## config.mk

```make
export PLATFORM = sky130hd
export DESIGN_NAME = mmac_operand_sequencer
export DESIGN_NICKNAME = d
export VERILOG_FILES = /design/src/rtl/mmac_operand_sequencer.sv
export SDC_FILE = /design/constraint.sdc
export NUM_CORES = 1
export LEC_CHECK = 0
export CORE_ASPECT_RATIO = 0.8
export CORE_MARGIN = 2
export CORE_UTILIZATION = 27
export DETAILED_ROUTE_END_ITERATION = 8
export GPL_TIMING_DRIVEN = 0
export PLACE_DENSITY = 0.93
export RECOVER_POWER = 50
export REMOVE_ABC_BUFFERS = 1
export SYNTH_ARGS = -nofsm -noshare
export SYNTH_HDL_FRONTEND = slang
export SYNTH_SLANG_ARGS = --single-unit
```

## constraint.sdc

```tcl
create_clock -name clock -period 2.05 [get_ports clock]
set_input_delay 0.41 -clock clock [delete_from_list [all_inputs] [get_ports clock]]
set_output_delay 0.41 -clock clock [all_outputs]
set_load 0.03 [all_outputs]
```

## src/rtl/mmac_operand_sequencer.sv

```systemverilog
// rtl/mmac_operand_sequencer.sv - operand sequencer that drives a MAC to compute C = A x B
// Reads A/B row/column pairs from two synchronous memories and presents each C element on a valid/ready channel.

module mmac_operand_sequencer #(
    parameter int DATA_WIDTH = 16,
    parameter int DIM = 4,
    localparam int ADDR_WIDTH = $clog2(DIM * DIM),
    localparam int IDX_WIDTH = $clog2(DIM)
) (
    input  logic                  clock,
    input  logic                  reset,
    input  logic                  start,
    output logic                  busy,
    output logic                  done,
    output logic                  a_rd_en,
    output logic                  b_rd_en,
    output logic [ADDR_WIDTH-1:0] a_addr,
    output logic [ADDR_WIDTH-1:0] b_addr,
    input  logic [DATA_WIDTH-1:0] a_rd_data,
    input  logic [DATA_WIDTH-1:0] b_rd_data,
    output logic                  mac_enable,
    output logic                  mac_clear,
    output logic [DATA_WIDTH-1:0] mac_matrix_1,
    output logic [DATA_WIDTH-1:0] mac_matrix_2,
    input  logic [DATA_WIDTH-1:0] mac_result,
    output logic                  c_valid,
    input  logic                  c_ready,
    output logic [DATA_WIDTH-1:0] c_data,
    output logic [IDX_WIDTH-1:0]  c_row,
    output logic [IDX_WIDTH-1:0]  c_col
);

    localparam logic [1:0] IDLE   = 2'd0;
    localparam logic [1:0] CLEAR  = 2'd1;
    localparam logic [1:0] STREAM = 2'd2;
    localparam logic [1:0] RESULT = 2'd3;

    localparam logic [IDX_WIDTH-1:0]  LAST  = IDX_WIDTH'(DIM - 1);
    localparam logic [ADDR_WIDTH-1:0] DIM_A = ADDR_WIDTH'(DIM);

    logic [1:0]            state;
    logic [IDX_WIDTH-1:0]  i;
    logic [IDX_WIDTH-1:0]  j;
    logic [IDX_WIDTH-1:0]  k;
    logic                  rd_en;
    logic [ADDR_WIDTH-1:0] rd_k;

    always_ff @(posedge clock) begin
        if (reset) begin
            state <= IDLE;
            i     <= '0;
            j     <= '0;
            k     <= '0;
            done  <= 1'b0;
        end else begin
            done <= 1'b0;
            case (state)
                IDLE: begin
                    if (start) begin
                        state <= CLEAR;
                        i     <= '0;
                        j     <= '0;
                        k     <= '0;
                    end
                end
                CLEAR: begin
                    state <= STREAM;
                    k     <= '0;
                end
                STREAM: begin
                    if (k == LAST) begin
                        state <= RESULT;
                        k     <= '0;
                    end else begin
                        k <= k + IDX_WIDTH'(1);
                    end
                end
                RESULT: begin
                    // The accumulator is frozen here, so stalling on c_ready keeps c_data stable.
                    if (c_ready) begin
                        if (i == LAST && j == LAST) begin
                            state <= IDLE;
                            done  <= 1'b1;
                            i     <= '0;
                            j     <= '0;
                        end else begin
                            state <= CLEAR;
                            if (j == LAST) begin
                                j <= '0;
                                i <= i + IDX_WIDTH'(1);
                            end else begin
                                j <= j + IDX_WIDTH'(1);
                            end
                        end
                    end
                end
                default: state <= IDLE;
            endcase
        end
    end

    // Reads run one index ahead: CLEAR fetches k=0, STREAM at k fetches k+1.
    always_comb begin
        rd_en  = (state == CLEAR) || (state == STREAM && k != LAST);
        rd_k   = (state == STREAM) ? ADDR_WIDTH'(k) + ADDR_WIDTH'(1) : '0;
        a_addr = '0;
        b_addr = '0;
        if (rd_en) begin
            a_addr = ADDR_WIDTH'(i) * DIM_A + rd_k;
            b_addr = rd_k * DIM_A + ADDR_WIDTH'(j);
        end
    end

    assign a_rd_en      = rd_en;
    assign b_rd_en      = rd_en;
    assign busy         = (state != IDLE);
    assign mac_enable   = (state == STREAM);
    assign mac_clear    = (state == CLEAR);
    assign mac_matrix_1 = mac_enable ? a_rd_data : '0;
    assign mac_matrix_2 = mac_enable ? b_rd_data : '0;
    assign c_valid      = (state == RESULT);
    assign c_data       = c_valid ? mac_result : '0;
    assign c_row        = c_valid ? i : '0;
    assign c_col        = c_valid ? j : '0;

endmodule

```

; ---- After elaboration in Yosys (flattened, before gate mapping)
; Index checks and enable logic that the tools add are counted.
[totals]
reg_bits = 9
out_inout_bits = 67
[classes]
addsub = 6
eq_ne = 11
mux = 25
bitwise_logic = 2
n_reduce_logical = 12
[ops]
columns = cell, n
row1 = 2-to-1 mux 16 bit, 3
row2 = 2-to-1 mux 2 bit, 13
row3 = "== test 2 bit, second input constant", 5
row4 = 2-to-1 mux 4 bit, 2
row5 = one-hot mux 2 bit (2 select lines), 2
row6 = one-hot mux 2 bit (4 select lines), 1
row7 = "adder 2 x 1 -> 2 bit, second input constant", 3
row8 = one-hot mux 2 bit (3 select lines), 1
row9 = AND reduction 3 bit, 2
row10 = adder 4 x 2 -> 4 bit, 1
row11 = adder 4 x 3 -> 4 bit, 1
row12 = "!= test 2 x 1 -> 1 bit, second input constant", 2
row13 = "!= test 2 bit, second input constant", 2
row14 = AND reduction 4 bit, 1
row15 = nonzero test 2 bit, 2
row16 = "adder 2 x 1 -> 3 bit, second input constant", 1
row17 = 2-to-1 mux 3 bit, 1
row18 = "!= test 3 x 1 -> 1 bit, second input constant", 1
row19 = nonzero test 3 bit, 1
row20 = OR reduction 3 bit, 1
row21 = "== test 2 x 1 -> 1 bit, second input constant", 1
row22 = logical AND 1 bit, 2
row23 = logical NOT 2 bit, 1
row24 = 2-to-1 mux 1 bit, 2
row25 = 3 further kinds, 4

; ---- Logic depth before layout (Yosys ltp)
[depth]
ltp_word = 5
depth_mapped = 7
mapped_depth_nobuf = 6

; ---- Least setup slack after synthesis
; Ideal clock, no wire load.
[synth_path]
kind = reg-to-output
startpoint = register state[0]
endpoint = output port b_addr[2]
arrival_ns = 2.029
required_ns = 1.640
slack_ns = -0.389
stages_incl_launch_ff = 7
path_buffers = 1
cell_sequence = dfxtp_1 inv_1 ha_1 nor2b_4 nor2_1 nor3b_1 buf_4
[synth_between]
elab_chain_len = 4
[synth_lines]
columns = element, line_no
row1 = "start, declared", 41  ; logic [1:0] state;
row2 = "start signal, assigned", 50  ; state <= IDLE;
row3 = "start signal, assigned", 60  ; state <= CLEAR;
row4 = "start signal, assigned", 67  ; state <= STREAM;
row5 = == test 2 bit, "104, 105"
row6 = 2-to-1 mux 3 bit / logical AND 1 bit (equally long branches), "105, 104"
row7 = adder 4 x 2 -> 4 bit / logical OR 1 bit (equally long branches), "110, 104"
row8 = 2-to-1 mux 4 bit (*), 108  ; if (rd_en) begin
row9 = "end, declared", 18  ; output logic [ADDR_WIDTH-1:0] b_addr,
; Every way passes the cells marked *; elsewhere a longest branch is shown, timed or not.

; ---- Final worst setup path
[layout_path]
startpoint = register state[0]
endpoint = output port a_addr[0]
[layout_between]
elab_chain_len = 4
[layout_lines]
columns = element, line_no
row1 = == test 2 bit, "104, 105"
row2 = 2-to-1 mux 3 bit / logical AND 1 bit (equally long branches), "105, 104"
row3 = adder 4 x 3 -> 4 bit / logical OR 1 bit (equally long branches), "109, 104"
row4 = 2-to-1 mux 4 bit (*), 108
row5 = "end, declared", 17  ; output logic [ADDR_WIDTH-1:0] a_addr,
; Marked as above.

==> flow_summary.ini <==
[synthesis]
yosys-top-cells-area = and2_1 36%, dfxtp_1 18%, ha_1 13%
ys_async_sr_fraction_pct = 0
synth_top_cell_area_share_pct = 35.6
netlist_area_um2 = 983
synth_edf_count = 0
ys_seq_elements = 9
avgSynthCellArea_um2 = 7.51
yosysTopAreaCell = and2_1
synth_warnings = 0
ys_seq_area_share_pct = 18.3
ys.flop_type = dfxtp_1
synth.distinct_cells = 27
netlist_instances = 131

[clocking]
cts_sinks = 9
ctsHoldBuffers = 0
root_buffer = clkbuf_8
cts.htree.levels = 1
numCtsBuffers = 3
clkSlewWorstSetupHoldPaths_ns = 0.05
cts_buffer_depth = 2
cts_tree = done
clock_latency_ns = 0.24

[place]
dp_hpwl_mm = 2.83
post-place-cells = 282
dpl_cell_area_um2 = 2170
gp_congestion = 0.788
port_buffers = 118

[floorplan]
core-area_um2 = 3470
dieArea_um2 = 4140
rows = 19
pin_count = 119
die_x_um = 71.5
die_h_um = 58.0
initial_utilization_pct = 28.3

[timing]
fin_skew_ns = 0.000842
rsz0062_at_grt = true
finalHoldViolCount = 0
min_period_over_period_pct = 98.4
setup_viol = 0
max_freq_mhz = 496
whs_ns = 0.482
min_period_ns = 2.02
tightest_slew_ns = 0.441
relSlewSlack_pct = 70.4
final-max-slew-violation-count = 0

[critical_path]
start_kind = flip-flop
end_kind = primary output
max_stage_delay_ns = 0.35
r2r_start = state[1]
cp_cell_sequence = inv_2 > ha_4 > buf_6 > buf_12 > nor3b_4 > buf_6
worstSetupStartpoint = state[0]
cpMostUsedCell = buf_6
cp_max_fo = 17
crit_arrival_ns = 1.61
r2r_end = i[0]
r2r_setup_slack_ns = 0.27
cp_data_required_time_ns = 1.64
worstRegToRegCells = 6
crit_slowest_cell = dfxtp_4
critPathKind = flip-flop to primary output

[layout]
design_area_um2 = 2200
layout_common_cells = 56 x and2_1, 52 x clkdlybuf4s50_1, 38 x dlygate4sd2_1
seqCellArea_um2 = 188
layout_commonest_cell = and2_1
nNetsFinal = 314
multi_input_comb_area_um2 = 795
stdcell_count = 293
final_core_util_pct = 63.3
synthToLayoutAreaGrowth_pct = 123
diodes = 0
drive_above_1_share_pct = 19.1
fillCellCount = 332

[global_route]
grt_pass1_wl_mm = 5.76
grt_pass1_vias = 1212
antenna_found_initial = 0
grt.total_usage_pct = 17.3
grt_max_degree = 27
gr-total-overflow = 0

[routing]
firstDrtPassIters = 4
routed_wl_mm = 3.72
via_per_inst = 4.52
drcViolationCount = 0
wl_met3_um = 376
met1_length_mm = 1.48
wl_met2_mm = 1.84
vias = 1325
wl_per_cell_um = 12.7
drt-initial-drc-count = 23
routed.top_layer = met4
ant_nets = 0

[power]
p_leak_nw = 1.16
peakVddDrop_mv = 0.578
finalPower_w = 0.00175
power_density_nw_per_um2 = 798

[worst_hold_path]
min_to = j[1]
hold_path_class = flip-flop to flip-flop
hold_start = j[1]
hold_depth = 2

[outcome]
status = finished, final reports clean

[flow_run]
maxCapViolCount = 0
[registers in the layout, indices dropped and copies added (netlist names)]
| register | count |
|---|---|
| done | 1 |
| state | 2 |
| k | 2 |
| i | 2 |
| j | 2 |
[cell usage after synthesis (all sizes together) (2+ instances only)]
master,n
and2,56
ha,10
dfxtp,9
nor2,9
a21oi,6
clkbuf,6
inv,4
nand2,4
buf,3
nand3,3
nand4,3
o21ai,3
mux2i,2
nor2b,2
[power by group]
group / switching [W] / total (W) / internal (W) / leakage [nW]
clock network: 0.0000802 / 0.000217 / 0.000136 / 0.0228
registers: 0.0000404 / 0.000246 / 0.000206 / 0.0742
logic: 0.000763 / 0.00129 / 0.000526 / 1.06
total: 0.000884 / 0.00175 / 0.000869 / 1.16
[worst max-delay path by stage]
stage / endpoint / slack (ns) / depth (start not counted)
after detailed placement: a_addr[0] / -1.05 / 6
after global placement: a_addr[0] / -1.04 / 6
after global routing: a_addr[0] / -0.04 / 6
after CTS: a_addr[0] / -0.04 / 6
after floorplan: a_addr[0] / -1.01 / 5
final: a_addr[0] / 0.03 / 6
[critical path: cells and delay by family (launching register included)]
family	cells	cell delay, ns
AND/OR/NAND/NOR	1	0.24
buffers and inverters	4	0.57
adder cells (fa/ha/maj)	1	0.19
flip-flops	1	0.35
[routing by layer]
| metal | global-route usage (%) | vias up |
|---|---|---|
| met1 | 19.5 | 595 |
| met3 | 6.26 | 2 |
| li1 | - | 665 |
| met5 | 0 | - |
| met4 | 3.50 | 0 |
| met2 | 31.5 | 63 |
[metrics by stage]
| stage | setup WS (ns) | setup TNS, ns |
|---|---|---|
| final | 0.0324 | 0 |
| after global routing | -0.0365 | -0.106 |
| after detailed placement | -1.05 | -30.19 |
| after global placement | -1.04 | -29.64 |
| after CTS | -0.0408 | -0.0764 |
| after floorplan | -1.01 | -3.73 |
[timing repair]
action | CTS | global route
hold endpoints to repair | 0 | 0
endpoints found under the setup margin | 65 | 34
buffers inserted | 3 | 4
resized for setup | 182 | 13
pin swaps | 1 | 1
[area by class of cell]
class                   count  area share [%]
well taps                  42            2.39
flip-flops and latches      9            8.55
multi-input cells         109            36.2
inverters                   4           0.684
repair buffers            125            50.1
clock buffers               4            2.05
[kinds of logic (layout without fill, tap and decap cells)]
| group | Yosys count | count (layout) | synth area share (%) |
|---|---|---|---|
| AND/OR/NAND/NOR | 83 | 83 | 50.9 |
| buffers and inverters | 13 | 133 | 6.11 |
| AO/OA/AOI/OAI | 12 | 12 | 7.89 |
| adder cells (fa/ha/maj) | 10 | 10 | 12.7 |
| flip-flops | 9 | 9 | 18.3 |
| multiplexers | 3 | 3 | 3.18 |
| XOR/XNOR | 1 | 1 | 0.891 |
(Power assumes the default switching activity.)
